`config.mk`:
```
export PLATFORM = sky130hd
export DESIGN_NAME = arp_tx
export DESIGN_NICKNAME = d
export VERILOG_FILES = /design/src/rtl/arp_tx.sv
export SDC_FILE = /design/constraint.sdc
export NUM_CORES = 1
export LEC_CHECK = 0
export BUFFER_PORTS_ARGS = -buffer_cell sky130_fd_sc_hd__buf_2
export CORE_AREA = 2 2 179 181
export CTS_BUF_LIST = sky130_fd_sc_hd__clkbuf_4 sky130_fd_sc_hd__clkbuf_8
export DETAILED_ROUTE_END_ITERATION = 8
export DIE_AREA = 0 0 181 183
export PLACE_DENSITY = 0.75
export SETUP_SLACK_MARGIN = 0.3
export SLEW_MARGIN = 20
export SYNTH_ARGS = -nofsm -noshare
export SYNTH_HDL_FRONTEND = slang
export SYNTH_SLANG_ARGS = --single-unit
```
`constraint.sdc`:
```
create_clock -name clk_user_i -period 2.05 [get_ports clk_user_i]
set_input_delay 0.1025 -clock clk_user_i [delete_from_list [all_inputs] [get_ports clk_user_i]]
set_output_delay 0.1025 -clock clk_user_i [all_outputs]
set_load 0.01 [all_outputs]
```
`src/rtl/arp_tx.sv`:
```
// arp_tx -- ARP frame transmitter.
//
// Builds and streams 60-byte Ethernet/ARP frames (FCS appended downstream by
// the MAC) as fifteen 32-bit words, first byte on [31:24]. Two request
// sources are supported: ARP replies (to a requester MAC/IP) and ARP who-has
// queries (broadcast, for a target IP). Each source has a pending flag plus a
// stored address, so a request that arrives while a frame is in flight is
// remembered and sent afterwards. Replies win over queries.
//
// Ports:
//   clk_user_i            single clock, rising edge
//   reset_i               synchronous, active-high reset
//   our_mac_i / our_ip_i  local addresses (Ethernet source, SHA, SPA)
//   reply_send_en_i       one-cycle reply request; samples reply_send_mac/ip
//   query_send_en_i       one-cycle query request; samples query_ip_addr_i
//   tx_arp_data_o         frame word
//   tx_arp_data_be_o      byte enable, always 2'b00 (all four bytes valid)
//   tx_arp_data_pa_o      word valid
//   tx_arp_data_sop_o     first word of frame
//   tx_arp_data_eop_o     last word of frame
//   tx_arp_rdy_i          MAC accepts the current word when pa & rdy
//   busy_o                high whenever the engine is not idle
//   frame_done_o          one-cycle pulse after the eop word is accepted
module arp_tx (
  input  logic        clk_user_i,
  input  logic        reset_i,
  input  logic [47:0] our_mac_i,
  input  logic [31:0] our_ip_i,
  input  logic        reply_send_en_i,
  input  logic [47:0] reply_send_mac_addr_i,
  input  logic [31:0] reply_send_ip_addr_i,
  input  logic        query_send_en_i,
  input  logic [31:0] query_ip_addr_i,
  output logic [31:0] tx_arp_data_o,
  output logic [1:0]  tx_arp_data_be_o,
  output logic        tx_arp_data_pa_o,
  output logic        tx_arp_data_sop_o,
  output logic        tx_arp_data_eop_o,
  input  logic        tx_arp_rdy_i,
  output logic        busy_o,
  output logic        frame_done_o
);

  typedef enum logic [1:0] {
    ST_IDLE,
    ST_LOAD,
    ST_SEND,
    ST_DONE
  } state_e;

  localparam logic [3:0]  LAST_WORD    = 4'd14;
  localparam logic [15:0] OPER_REQUEST = 16'h0001;
  localparam logic [15:0] OPER_REPLY   = 16'h0002;

  state_e      state_q, state_d;

  // Pending requests
  logic        rep_pend_q, rep_pend_d;
  logic [47:0] rep_mac_q,  rep_mac_d;
  logic [31:0] rep_ip_q,   rep_ip_d;
  logic        qry_pend_q, qry_pend_d;
  logic [31:0] qry_ip_q,   qry_ip_d;

  // Frame snapshot, frozen for the whole SEND phase
  logic [47:0] da_q,   da_d;
  logic [47:0] sa_q,   sa_d;
  logic [31:0] spa_q,  spa_d;
  logic [15:0] oper_q, oper_d;
  logic [47:0] tha_q,  tha_d;
  logic [31:0] tpa_q,  tpa_d;

  logic [3:0]  cnt_q,  cnt_d;

  logic [31:0] word;

  // Next-state and datapath
  always_comb begin
    state_d    = state_q;
    rep_pend_d = rep_pend_q;
    rep_mac_d  = rep_mac_q;
    rep_ip_d   = rep_ip_q;
    qry_pend_d = qry_pend_q;
    qry_ip_d   = qry_ip_q;
    da_d       = da_q;
    sa_d       = sa_q;
    spa_d      = spa_q;
    oper_d     = oper_q;
    tha_d      = tha_q;
    tpa_d      = tpa_q;
    cnt_d      = cnt_q;

    case (state_q)
      ST_IDLE: begin
        if (rep_pend_q || qry_pend_q) begin
          state_d = ST_LOAD;
        end
      end

      ST_LOAD: begin
        state_d = ST_SEND;
        cnt_d   = '0;
        sa_d    = our_mac_i;
        spa_d   = our_ip_i;
        if (rep_pend_q) begin
          da_d       = rep_mac_q;
          tha_d      = rep_mac_q;
          tpa_d      = rep_ip_q;
          oper_d     = OPER_REPLY;
          rep_pend_d = 1'b0;
        end else begin
          da_d       = '1;
          tha_d      = '0;
          tpa_d      = qry_ip_q;
          oper_d     = OPER_REQUEST;
          qry_pend_d = 1'b0;
        end
      end

      ST_SEND: begin
        if (tx_arp_rdy_i) begin
          if (cnt_q == LAST_WORD) begin
            state_d = ST_DONE;
          end else begin
            cnt_d = cnt_q + 4'd1;
          end
        end
      end

      ST_DONE: begin
        state_d = ST_IDLE;
      end

      default: begin
        state_d = ST_IDLE;
      end
    endcase

    // New requests are applied after the LOAD clear so that a pulse landing
    // in the LOAD cycle itself stays pending for the next frame.
    if (reply_send_en_i) begin
      rep_pend_d = 1'b1;
      rep_mac_d  = reply_send_mac_addr_i;
      rep_ip_d   = reply_send_ip_addr_i;
    end
    if (query_send_en_i) begin
      qry_pend_d = 1'b1;
      qry_ip_d   = query_ip_addr_i;
    end
  end

  // Frame word selection from the snapshot
  always_comb begin
    word = '0;
    if (state_q == ST_SEND) begin
      case (cnt_q)
        4'd0:    word = da_q[47:16];
        4'd1:    word = {da_q[15:0], sa_q[47:32]};
        4'd2:    word = sa_q[31:0];
        4'd3:    word = {16'h0806, 16'h0001};
        4'd4:    word = {16'h0800, 8'h06, 8'h04};
        4'd5:    word = {oper_q, sa_q[47:32]};
        4'd6:    word = sa_q[31:0];
        4'd7:    word = spa_q;
        4'd8:    word = tha_q[47:16];
        4'd9:    word = {tha_q[15:0], tpa_q[31:16]};
        4'd10:   word = {tpa_q[15:0], 16'h0000};
        default: word = '0;
      endcase
    end
  end

  always_comb begin
    tx_arp_data_o     = word;
    tx_arp_data_be_o  = 2'b00;
    tx_arp_data_pa_o  = (state_q == ST_SEND);
    tx_arp_data_sop_o = (state_q == ST_SEND) && (cnt_q == 4'd0);
    tx_arp_data_eop_o = (state_q == ST_SEND) && (cnt_q == LAST_WORD);
    busy_o            = (state_q != ST_IDLE);
    frame_done_o      = (state_q == ST_DONE);
  end

  always_ff @(posedge clk_user_i) begin
    if (reset_i) begin
      state_q    <= ST_IDLE;
      rep_pend_q <= 1'b0;
      rep_mac_q  <= '0;
      rep_ip_q   <= '0;
      qry_pend_q <= 1'b0;
      qry_ip_q   <= '0;
      da_q       <= '0;
      sa_q       <= '0;
      spa_q      <= '0;
      oper_q     <= '0;
      tha_q      <= '0;
      tpa_q      <= '0;
      cnt_q      <= '0;
    end else begin
      state_q    <= state_d;
      rep_pend_q <= rep_pend_d;
      rep_mac_q  <= rep_mac_d;
      rep_ip_q   <= rep_ip_d;
      qry_pend_q <= qry_pend_d;
      qry_ip_q   <= qry_ip_d;
      da_q       <= da_d;
      sa_q       <= sa_d;
      spa_q      <= spa_d;
      oper_q     <= oper_d;
      tha_q      <= tha_d;
      tpa_q      <= tpa_d;
      cnt_q      <= cnt_d;
    end
  end

endmodule

```
### Yosys cells after proc, flatten, opt, wreduce, memory -nomap -nowiden

Index checks and enable logic that the tools add are counted.

* register bits after elaboration: 344
* input bits: 197
* output and inout bits: 39
* logic and storage cells: 64

* $add $sub $neg: 1
* equality and inequality tests: 19
* mux-type cells: 18
* reductions and logical operators: 13

Operators by type and width (count)
* one-hot mux 32 bit (10 select lines): 1
* two-way mux 48 bit: 2
* two-way mux 32 bit: 2
* equality test 4 x 3 -> 1 bit (second input constant): 4
* equality test 4 bit (second input constant): 4
* equality test 4 x 2 -> 1 bit (second input constant): 2
* two-way mux 2 bit: 4
* two-way mux 4 bit: 2
* one-hot mux 2 bit (4 select lines): 1
* one-hot mux 4 bit (2 select lines): 1
* nonzero test 2 bit: 4
* inequality test 2 bit (second input constant): 3
* AND reduction 3 bit: 2
* two-way mux 1 bit: 5
* adder 4 x 1 -> 4 bit (second input constant): 1
* equality test 2 bit (second input constant): 2
* equality test 4 x 1 -> 1 bit (second input constant): 1
* zero test 4 bit: 1
* inequality test 2 x 1 -> 1 bit (second input constant): 2
* equality test 2 x 1 -> 1 bit (second input constant): 1
* logical AND 1 bit: 2
* zero test 2 bit: 1
* AND reduction 2 bit: 1
* OR reduction 2 bit: 1
* logical OR 1 bit: 1

### Logic depth before layout (Yosys ltp)

Gate-level depths: netlist of run 1.

* depth in word-level cells: 4
* mapped depth: 8
* gate-level depth less buffers: 6

### Worst setup path before layout of run 1

No wires, ideal clock.

* kind: reg-to-output
* start point: register cnt_q[0]
* end point: output tx_arp_data_o[24]
* arrival: 1596 ps
* slack: 352 ps
* stages on the path, launching flop included: 8
* path buffers: 1
* cell sequence: dfxtp_1 > inv_1 > ha_1 > mux2i_1 > nor2_2 > buf_6 > a222oi_1 > a31oi_1

* word-level cells in the longest chain between the ends: 4
* elaborated cells between the ends (all ways): 14
* classes of those cells: 10 x eq/ne; 2 x mux; 2 x reduce/logical

Ends and longest elaborated chain
* from (decl): line 72 `logic [3:0] cnt_q, cnt_d;`
* from (signal assigned): line 210 `cnt_q <= cnt_d;`
* equality test 4 x 3 -> 1 bit / equality test 4 x 2 -> 1 bit (equally long branches): line 155 `case (cnt_q)`
* OR reduction 2 bit (no line)
* one-hot mux 32 bit (10 select lines) (*): line 155
* two-way mux 32 bit (*): line 154 `if (state_q == ST_SEND) begin`
* to (decl): line 34 `output logic [31:0] tx_arp_data_o,`

Mark *: on every way between the ends. The rest lies on a longest branch, timed or not.

### Final worst setup path of run 1

* start point: register cnt_q[1]
* end point: output tx_arp_data_o[2]

The elaborated chain is that of the path after synthesis.

==> impl_metrics.toml, run 1 <==
[route]
drt_first_pass_iters = 9
initialDrtViolationCount = 1478
drt_drc_violations_left = 0
num_vias = 13100
avgViaCountPerCell = 5.60
routedWlPerCell_um = 19.8
postRouteWirelength_um = 46300
ant_nets = 0

[setup_path]
crit_path_start_kind = "register"
critPathArrivalTime_ns = 2.60
crit_fanout = 8
cp-end-kind = "output pin"
worst_r2r_path_depth = 9
timing.setup.critical_path_class = "reg -> out"
timing.rr.end = "cnt_q[1]$_SDFFE_PP0P_"
critical_path_rt_ns = 1.95
r2r_setup_slack_ns = 0.26
reg2reg_from = "state_q[0]$_SDFFE_PP0P_"

[sta]
timing.hold.ws_ns = 0.0594
worst_slew_margin_rel_pct = 56.1
maxSlewViolCount = 0
skew_ns = 0.0327
max_freq_mhz = 369
final.period_utilization_pct = 132
fin_ws_ns = -0.657
finalSetupViolCount = 33
rsz0062_at_grt = "true"
timing_hold_violations_final = 0
totalNegativeSetupSlack_ns = -15.18
worst_pin_slew_ns = 0.659
final.min_clock_period_ns = 2.71

[cts]
path_clk_slew_ns = 0.07
cts_tree = "done"
clk_buf_depth = 3
h-tree-depth = 2
cts.sinks = 330
clock_tree.root_cell = "sky130_fd_sc_hd__clkbuf_8"
clk_latency_ns = 0.62
cts-buffers-inserted = 53

[yosys]
synthesis.area_mm2 = 0.0135
async_flop_share_pct = 0
ys_warn_count = 0
synth.yosys.seq_area_share_pct = 48.8
syn-instance-count = 1431
library_cells_used_by_synthesis = 50
synth.avg_cell_area_um2 = 9.45
flop_and_latch_count_out_of_synthesis = 330
synth-edff-count = 0
synthFlopType = "sky130_fd_sc_hd__dfxtp_1"

[floorplanning]
io_pins = 236
standard_cell_core_area_mm2 = 0.0312
initial_utilization_pct = 43.3
dieArea_mm2 = 0.0331
die_height_um = 183
die_x_um = 181
num_rows = 65

[power]
vdd_ir_drop_max_v = 0.000616
power_density_mw_per_mm2 = 1110
cellLeakagePower_nw = 8.02
finalPower_w = 0.0215

[final_layout]
finalInstanceArea_mm2 = 0.0194
fillerInstances = 2392
nNetsFinal = 2100
multi_input_comb_area_mm2 = 0.00639
layout-area-overhead-vs-synth_pct = 43.6
fraction_of_final_layout_cells_with_drive_strength_greater_than_1_pct = 24.9
postLayoutCoreUtil_pct = 62.2
regArea_mm2 = 0.00663

[global_route]
number_of_antenna_violations_at_the_first_check_in_global_routing = 3
pin_count_of_the_biggest_net_entering_global_routing = 86
wire_length_of_the_first_global_routing_pass_um = 68200
combined_global_route_utilization_of_all_metal_layers_pct = 25.8
vias_in_the_first_global_route = 12300
globalRoute.totalOverflow = 0

[placement]
placer_s_final_routability_congestion_estimate = 0.951
post_detailed_placement_half_perimeter_wirelength_um = 28100
detailed_place.area_mm2 = 0.0152
portBuffers = 233

[min_path]
timing.hold.worst.class = "in -> reg"
hold_path_depth = 5
timing.hold.worst.start = "tx_arp_rdy_i"
hold_path_end = "state_q[0]$_SDFFE_PP0P_"

[outcome]
status = "finished with violations"
violations_in_the_final_reports = "negative setup slack"

[flow_run]
max_cap_violations = 0
-- power by group --
group | leakage, nW | switching, W | internal (W)
logic | 4.65 | 0.00329 | 0.00283
registers | 2.71 | 0.00108 | 0.00762
clock network | 0.656 | 0.00271 | 0.00393
-- per-stage QoR --
step                      cells  setup WS [ns]
after floorplan            1432          0.352
after global placement     1987         0.0972
after detailed placement   1987        -0.0495
after CTS                  2319         -0.448
after global routing       2338         -0.626
final                      2340         -0.657
-- flip-flops by register name (all words and copies together), names as in the netlist --
name        cells
qry_pend_q      1
spa_q          32
qry_ip_q       32
tha_q          48
da_q           48
tpa_q          32
rep_mac_q      48
oper_q          2
sa_q           48
rep_pend_q      1
cnt_q           4
rep_ip_q       32
state_q         2
-- cells in the final DEF, fill, tap and decap left out, types with 4 or more instances in the layout --
cell / n
sky130_fd_sc_hd__dfxtp_1: 323
sky130_fd_sc_hd__nor2_1: 291
sky130_fd_sc_hd__mux2i_1: 227
sky130_fd_sc_hd__buf_2: 226
sky130_fd_sc_hd__dlygate4sd3_1: 210
sky130_fd_sc_hd__a21oi_1: 66
sky130_fd_sc_hd__clkbuf_8: 65
sky130_fd_sc_hd__nand2_1: 53
sky130_fd_sc_hd__buf_4: 45
sky130_fd_sc_hd__nand3_1: 41
sky130_fd_sc_hd__inv_1: 40
sky130_fd_sc_hd__a311oi_1: 38
sky130_fd_sc_hd__a22oi_1: 38
sky130_fd_sc_hd__a211oi_1: 34
sky130_fd_sc_hd__a222oi_1: 34
sky130_fd_sc_hd__buf_6: 23
sky130_fd_sc_hd__buf_12: 19
sky130_fd_sc_hd__clkbuf_4: 16
sky130_fd_sc_hd__o22ai_1: 10
sky130_fd_sc_hd__a31oi_1: 10
sky130_fd_sc_hd__a22oi_2: 7
sky130_fd_sc_hd__ha_4: 7
sky130_fd_sc_hd__bufinv_16: 6
sky130_fd_sc_hd__nand2b_1: 5
sky130_fd_sc_hd__o21ai_0: 5
sky130_fd_sc_hd__a31oi_2: 5
sky130_fd_sc_hd__a21oi_2: 5
sky130_fd_sc_hd__clkinv_2: 5
sky130_fd_sc_hd__buf_8: 5
sky130_fd_sc_hd__a2bb2oi_1: 4
sky130_fd_sc_hd__clkbuf_16: 4
sky130_fd_sc_hd__dfxtp_4: 4
-- logic make-up (layout without fill, tap and decap cells) --
group,Yosys count,count (layout),share of synthesized area [%]
fa+ha+maj,10,10,0.925
buf+inv,176,677,6.03
compound gates,267,267,14.3
mux,230,230,17.1
xor+xnor,2,2,0.130
other cells,1,5,0.0277
simple gates,415,417,12.7
flops,330,330,48.8
-- synthesized netlist by cell type (3+ instances only) --
library cell                  n  area share (%)
sky130_fd_sc_hd__ha_1        10            0.92
sky130_fd_sc_hd__mux2i_1    228              17
sky130_fd_sc_hd__a22oi_1     44             2.4
sky130_fd_sc_hd__a21oi_1     71             2.6
sky130_fd_sc_hd__buf_2       48             1.8
sky130_fd_sc_hd__buf_4        9            0.50
sky130_fd_sc_hd__nand3b_1     3            0.17
sky130_fd_sc_hd__o22ai_1     10            0.46
sky130_fd_sc_hd__nand3_1     42             1.6
sky130_fd_sc_hd__buf_1       10            0.28
sky130_fd_sc_hd__nor2_1     291             8.1
sky130_fd_sc_hd__o21ai_0      6            0.22
sky130_fd_sc_hd__nor3_1       3            0.11
sky130_fd_sc_hd__nand2_1     53             1.5
sky130_fd_sc_hd__a311oi_1    38             2.5
sky130_fd_sc_hd__a32oi_1      3            0.19
sky130_fd_sc_hd__a222oi_1    34             2.5
sky130_fd_sc_hd__clkbuf_1    54             1.5
sky130_fd_sc_hd__a31oi_1     16            0.74
sky130_fd_sc_hd__a2bb2oi_1    7            0.45
sky130_fd_sc_hd__nand2b_1     5            0.23
sky130_fd_sc_hd__dfxtp_1    330              49
sky130_fd_sc_hd__buf_6        8            0.67
sky130_fd_sc_hd__inv_1       44             1.2
sky130_fd_sc_hd__a211oi_1    34             1.9
-- worst max path at each step --
stage                          startpoint           endpoint  slack [ns]  depth (start not counted)
finish              cnt_q[1]$_SDFFE_PP0P_   tx_arp_data_o[2]       -0.66                          9
global route        cnt_q[1]$_SDFFE_PP0P_   tx_arp_data_o[0]       -0.63                         10
CTS                 cnt_q[1]$_SDFFE_PP0P_  tx_arp_data_o[29]       -0.45                          8
detailed placement  cnt_q[0]$_SDFFE_PP0P_  tx_arp_data_o[29]       -0.05                          8
global placement    cnt_q[0]$_SDFFE_PP0P_   tx_arp_data_o[0]         0.1                          8
floorplan           cnt_q[0]$_SDFFE_PP0P_  tx_arp_data_o[24]        0.35                          7
-- layer usage --
layer / part of all wire, % / track usage [%]
met1: 41 / 34.9
met5: 0 / 0
met2: 44 / 38.8
met3: 11 / 7.17
met4: 4.7 / 11.0
-- cell type report --
class                   count  share of cell area (%)
inverters                  46                   0.954
well taps                 402                    2.59
clock buffers              81                    5.23
clock inverters            16                    1.28
flip-flops and latches    330                    34.1
repair buffers            534                    22.9
multi-input cells         928                    32.9
diodes                      3                  0.0387
-- critical path, stage by stage, from the launching register on --
cell and delay [ns]:
sky130_fd_sc_hd__dfxtp_4 0.38, sky130_fd_sc_hd__buf_4 0.16, sky130_fd_sc_hd__ha_4 0.17, sky130_fd_sc_hd__inv_4 0.06
sky130_fd_sc_hd__nor3_4 0.04, sky130_fd_sc_hd__buf_6 0.15, sky130_fd_sc_hd__buf_6 0.14, sky130_fd_sc_hd__a222oi_1 0.51
sky130_fd_sc_hd__a21oi_1 0.19, sky130_fd_sc_hd__buf_2 0.18
-- repair_timing --
action,4_1_cts,5_1_grt
resized for setup,69,45
endpoints found under the setup margin,39,70
gates cloned,6,6
setup buffers,18,13
pin swaps,29,48
hold buffers,211,0
endpoints found under the hold margin,207,0
Power figures use the tool's default switching activity.
==> run 2: changes to the inputs <==
--- a/config.mk
+++ b/config.mk
@@ -7,9 +7,12 @@
 export LEC_CHECK = 0
 export BUFFER_PORTS_ARGS = -buffer_cell sky130_fd_sc_hd__buf_2
+export CELL_PAD_IN_SITES_DETAIL_PLACEMENT = 0
+export CELL_PAD_IN_SITES_GLOBAL_PLACEMENT = 1
 export CORE_AREA = 2 2 179 181
 export CTS_BUF_LIST = sky130_fd_sc_hd__clkbuf_4 sky130_fd_sc_hd__clkbuf_8
 export DETAILED_ROUTE_END_ITERATION = 8
 export DIE_AREA = 0 0 181 183
-export PLACE_DENSITY = 0.75
+export PLACE_DENSITY = 0.92
+export REMOVE_ABC_BUFFERS = 1
 export SETUP_SLACK_MARGIN = 0.3
 export SLEW_MARGIN = 20
==> constraint.sdc (replaced) <==
create_clock -name clk_user_i -period 2.05 [get_ports clk_user_i]
set_input_delay 0.41 -clock clk_user_i [delete_from_list [all_inputs] [get_ports clk_user_i]]
set_output_delay 0.41 -clock clk_user_i [all_outputs]
set_load 0.01 [all_outputs]
==> run 2 against run 1 <==
The flow still finishes with violations (negative setup slack). Critical endpoint is now tx_arp_data_o[15]. Cell count decreased by 9.0%. Flip-flop and latch count unchanged. Largest power group unchanged. Clock-buffer cell count rose by 8. Sequential power is 3.9% lower. Global-route usage is 2.5 points lower. Combinational power down 3%.
==> impl_metrics.toml, run 2 (synthesized netlist as in run 1, its figures left out) <==
[outcome]
status = "finished with violations"
violations_in_the_final_reports = "negative setup slack"

[placement]
detailed_place.area_mm2 = 0.0155
portBuffers = 233
placer_s_final_routability_congestion_estimate = 0.811
post_detailed_placement_half_perimeter_wirelength_um = 25000

[sta]
finalSetupViolCount = 34
max_freq_mhz = 345
fin_ws_ns = -0.853
final.period_utilization_pct = 142
totalNegativeSetupSlack_ns = -24.87
final.min_clock_period_ns = 2.90
maxSlewViolCount = 0
worst_slew_margin_rel_pct = 65.4
rsz0062_at_grt = "true"
timing_hold_violations_final = 0
skew_ns = 0.0283
worst_pin_slew_ns = 0.519

[floorplanning]
dieArea_mm2 = 0.0331
initial_utilization_pct = 43.3
standard_cell_core_area_mm2 = 0.0312
io_pins = 236
die_height_um = 183
num_rows = 65
die_x_um = 181

[cts]
clk_buf_depth = 3
clock_tree.root_cell = "sky130_fd_sc_hd__clkbuf_8"
cts-buffers-inserted = 56
clk_latency_ns = 0.60
path_clk_slew_ns = 0.06
cts.sinks = 330
cts_tree = "done"
h-tree-depth = 2

[setup_path]
crit_path_start_kind = "register"
crit_fanout = 8
cp-end-kind = "output pin"
critPathArrivalTime_ns = 2.49
timing.setup.critical_path_class = "reg -> out"
critical_path_rt_ns = 1.64

[global_route]
wire_length_of_the_first_global_routing_pass_um = 61700
globalRoute.totalOverflow = 0
number_of_antenna_violations_at_the_first_check_in_global_routing = 8
vias_in_the_first_global_route = 11400
pin_count_of_the_biggest_net_entering_global_routing = 82
combined_global_route_utilization_of_all_metal_layers_pct = 23.3

[flow_run]
max_cap_violations = 0

[route]
ant_nets = 0
initialDrtViolationCount = 855
avgViaCountPerCell = 5.43
routedWlPerCell_um = 18.6
num_vias = 11600
drt_drc_violations_left = 0
drt_first_pass_iters = 8
postRouteWirelength_um = 39500

[final_layout]
finalInstanceArea_mm2 = 0.0173
layout.cells.most_common_list = "sky130_fd_sc_hd__dfxtp_1 (323), sky130_fd_sc_hd__nor2_1 (287), sky130_fd_sc_hd__mux2i_1 (226), sky130_fd_sc_hd__buf_2 (226), sky130_fd_sc_hd__clkbuf_8 (70)"
fraction_of_final_layout_cells_with_drive_strength_greater_than_1_pct = 28.4
layout-area-overhead-vs-synth_pct = 27.9
multi_input_comb_area_mm2 = 0.00641
mostFrequentLayoutCell = "sky130_fd_sc_hd__dfxtp_1"
nNetsFinal = 1889
fillerInstances = 2857
regArea_mm2 = 0.00663

[power]
cellLeakagePower_nw = 7.10
power_density_mw_per_mm2 = 1180
vdd_ir_drop_max_v = 0.000569

[min_path]
timing.hold.worst.class = "in -> reg"
## run 2: critical path, cell delays in order, from the launching register on
cell and delay (ns):
sky130_fd_sc_hd__dfxtp_2 0.33, sky130_fd_sc_hd__buf_6 0.13, sky130_fd_sc_hd__ha_4 0.16, sky130_fd_sc_hd__mux2i_1 0.17
sky130_fd_sc_hd__buf_4 0.16, sky130_fd_sc_hd__nor2_4 0.06, sky130_fd_sc_hd__buf_12 0.13, sky130_fd_sc_hd__buf_16 0.14
sky130_fd_sc_hd__a222oi_1 0.35, sky130_fd_sc_hd__a21oi_1 0.12, sky130_fd_sc_hd__buf_2 0.16
## run 2: metrics by stage
step	worst slack (ns)	util [%]	cells	power [W]	hold slack, ns
after floorplan	-8.70	-	1302	0.00938	0.431
after global placement	-0.189	49.6	2010	0.0137	0.446
after detailed placement	-0.230	49.6	2010	0.0138	0.452
after CTS	-0.799	54.8	2120	0.0204	0.00120
after global routing	-0.934	55.4	2127	0.0216	0.0220
final	-0.853	55.4	2130	0.0205	0.0421
## run 2: final timing paths
path	startpoint	end	slack, ns	cells after the start
setup / recovery	cnt_q[1]$_SDFFE_PP0P_	tx_arp_data_o[15]	-0.85	10
hold / removal	our_mac_i[42]	sa_q[42]$_SDFFE_PP0P_	0.04	3
setup reg to reg	state_q[0]$_SDFFE_PP0P_	sa_q[12]$_SDFFE_PP0P_	0.30	7
hold reg to reg	tha_q[11]$_SDFFE_PP0P_	tha_q[11]$_SDFFE_PP0P_	0.46	2
## run 2: final cells by class
cell class                 count  share of cell area [%]
clock buffer                  89                    6.39
tap                          402                    2.91
antenna                        7                   0.101
inverter                      46                    1.10
timing repair buffer         321                    13.6
multi-input combinational    927                    37.1
clock inverter                 8                   0.477
sequential                   330                    38.3
## run 2: per-layer routing
metal / part of all wire (%) / wire length, um / GRT usage, % / vias up
met1: 44 / 17300 / 30.6 / 5510
met3: 6.9 / 2740 / 4.53 / 69
li1: - / - / - / 5580
met5: 0 / 0 / 0 / -
met2: 47 / 18500 / 38.4 / 407
met4: 2.4 / 949 / 8.39 / 0
## run 2: report_power, final
| group | switching [W] | total [W] | leakage, nW | internal (W) |
|---|---|---|---|---|
| Sequential | 0.000730 | 0.00835 | 2.71 | 0.00762 |
| Clock | 0.00264 | 0.00617 | 0.632 | 0.00353 |
| Combinational | 0.00322 | 0.00596 | 3.75 | 0.00274 |
| Total | 0.00659 | 0.0205 | 7.10 | 0.0139 |
## run 2: what timing repair did
action / in CTS / in global routing
setup buffers: 10 / 3
pin swaps: 25 / 31
gates resized for setup: 72 / 31
hold buffers: 0 / 0
endpoints found under the setup margin: 37 / 37
cloned: 3 / 0
==> run 3: changes to the inputs <==
- CAP_MARGIN: default -> 20
- CORE_AREA: 2 2 179 181 -> 2 2 187 189
- DIE_AREA: 0 0 181 183 -> 0 0 189 191
- PLACE_DENSITY: 0.92 -> 0.89
- clock period: 2.05 -> 2.55 ns (I/O delays scaled with it)
==> run 3 against run 2 <==
Critical endpoint is now tx_arp_data_o[10]. Register-to-register slack improved by 0.27 ns. Global-route usage down 1.1 points. Via count up 0.21%. The run still ends with negative setup slack left.
==> impl_metrics.toml, run 3 (synthesized netlist as in run 1, its figures left out) <==
[outcome]
status = "finished with violations"
violations_in_the_final_reports = "negative setup slack"

[final_layout]
layout.cells.most_common_list = "sky130_fd_sc_hd__dfxtp_1 (323), sky130_fd_sc_hd__nor2_1 (291), sky130_fd_sc_hd__buf_2 (230), sky130_fd_sc_hd__mux2i_1 (228), sky130_fd_sc_hd__a21oi_1 (71)"
regArea_mm2 = 0.00663
multi_input_comb_area_mm2 = 0.00626
layout-area-overhead-vs-synth_pct = 26.5
nNetsFinal = 1881
fillerInstances = 3186
mostFrequentLayoutCell = "sky130_fd_sc_hd__dfxtp_1"
fraction_of_final_layout_cells_with_drive_strength_greater_than_1_pct = 26.5
postLayoutCoreUtil_pct = 50.2

[cts]
clk_latency_ns = 0.59
clock_tree.root_cell = "sky130_fd_sc_hd__clkbuf_8"
cts-buffers-inserted = 55
clk_buf_depth = 3
cts.sinks = 330
h-tree-depth = 2
path_clk_slew_ns = 0.06
cts_tree = "done"

[global_route]
combined_global_route_utilization_of_all_metal_layers_pct = 22.3
vias_in_the_first_global_route = 11300
globalRoute.totalOverflow = 0
pin_count_of_the_biggest_net_entering_global_routing = 94
wire_length_of_the_first_global_routing_pass_um = 63200
number_of_antenna_violations_at_the_first_check_in_global_routing = 5

[route]
initialDrtViolationCount = 965
drt_drc_violations_left = 0
routedWlPerCell_um = 19.0
num_vias = 11600
postRouteWirelength_um = 41500
drt_first_pass_iters = 6
avgViaCountPerCell = 5.32
ant_nets = 0

[placement]
placer_s_final_routability_congestion_estimate = 0.795
post_detailed_placement_half_perimeter_wirelength_um = 25800
portBuffers = 233

[setup_path]
path_delay_family = "buffers and inverters"
cp-end-kind = "output pin"
timing.setup.critical_path_class = "reg -> out"
crit_fanout = 8
critPathArrivalTime_ns = 2.45
buffer_and_inverter_count_on_the_worst_path = 6
crit_slowest_cell = "sky130_fd_sc_hd__a222oi_1"
path_cells = "buf_6 > buf_4 > ha_4 > inv_4 > nor3_4 > buf_4 > buf_6 > a222oi_1 > a21oi_1 > buf_2"
crit_path_start_kind = "register"
slowest_delay_ns = 0.35
critical_path_rt_ns = 2.04

[sta]
fin_ws_ns = -0.410
max_freq_mhz = 338
timing_hold_violations_final = 0
worst_pin_slew_ns = 0.671
maxSlewViolCount = 0
rsz0062_at_grt = "true"
worst_slew_margin_rel_pct = 55.2
skew_ns = 0.0176
finalSetupViolCount = 32
final.min_clock_period_ns = 2.96
final.period_utilization_pct = 116
timing.hold.ws_ns = 0.148

[min_path]
timing.hold.worst.class = "in -> reg"

[power]
cellLeakagePower_nw = 7.06
power_density_mw_per_mm2 = 953
vdd_ir_drop_max_v = 0.000466

[floorplanning]
die_x_um = 189
dieArea_mm2 = 0.0361
initial_utilization_pct = 39.6
io_pins = 236
die_height_um = 191
standard_cell_core_area_mm2 = 0.0341
num_rows = 68

[flow_run]
max_cap_violations = 0
## run 3: path summary, 6_finish.rpt
check | from | endpoint | cells past startpoint | slack, ns
worst max-delay path | cnt_q[1]$_SDFFE_PP0P_ | tx_arp_data_o[10] | 10 | -0.41
worst min-delay path | query_ip_addr_i[4] | qry_ip_q[4]$_SDFFE_PP0P_ | 3 | 0.15
worst max register to register | state_q[1]$_SDFFE_PP0P_ | tpa_q[24]$_SDFFE_PP0P_ | 6 | 0.57
worst min register to register | tha_q[0]$_SDFFE_PP0P_ | tha_q[0]$_SDFFE_PP0P_ | 2 | 0.46
## run 3: where the power goes
part	internal (W)	switching, W
clock	0.00309	0.00217
combinational	0.00187	0.00248
sequential	0.00612	0.000583
## run 3: area by class of cell
type / count / area share [%]
inverters: 46 / 1.07
diodes: 7 / 0.102
well taps: 455 / 3.33
repair buffers: 314 / 12.9
clock inverters: 14 / 1.03
multi-input cells: 927 / 36.6
clock buffers: 87 / 6.30
flip-flops and latches: 330 / 38.7
## run 3: repair_timing
action                                 CTS  global route
endpoints found under the hold margin    0             0
setup endpoints to repair               35            34
cloned                                   4             1
pin swaps                               31            17
hold buffers                             0             0
gates resized for setup                 51            12
buffers inserted                        12             7
## run 3: per-layer routing
metal,vias to the layer above,GRT usage [%],wire [um]
li1,5572,-,-
met1,5534,29.8,18300
met2,411,35.7,19300
met3,73,4.39,2810
met4,0,7.93,1070
met5,-,0,0
## run 3: worst register-to-register path: stages (launching register included)
cell and delay [ns]:
sky130_fd_sc_hd__dfxtp_2 0.35, sky130_fd_sc_hd__inv_1 0.13, sky130_fd_sc_hd__ha_4 0.32, sky130_fd_sc_hd__buf_4 0.29, sky130_fd_sc_hd__buf_4 0.40, sky130_fd_sc_hd__nor2_1 0.12, sky130_fd_sc_hd__a211oi_1 0.28
## run 3: metrics by stage
step                      TNS [ns]  cell area [um2]  power (W)  std cells  setup WS [ns]
after global routing        -17.11            17100     0.0172       2176         -0.557
final                       -11.29            17100     0.0163       2180         -0.410
after detailed placement         0            15400     0.0110       2048         0.0352
after global placement           0            15400     0.0109       2048          0.115
after CTS                   -11.94            17000     0.0164       2165         -0.439
after floorplan           -1161.79            12900    0.00787       1302          -8.20
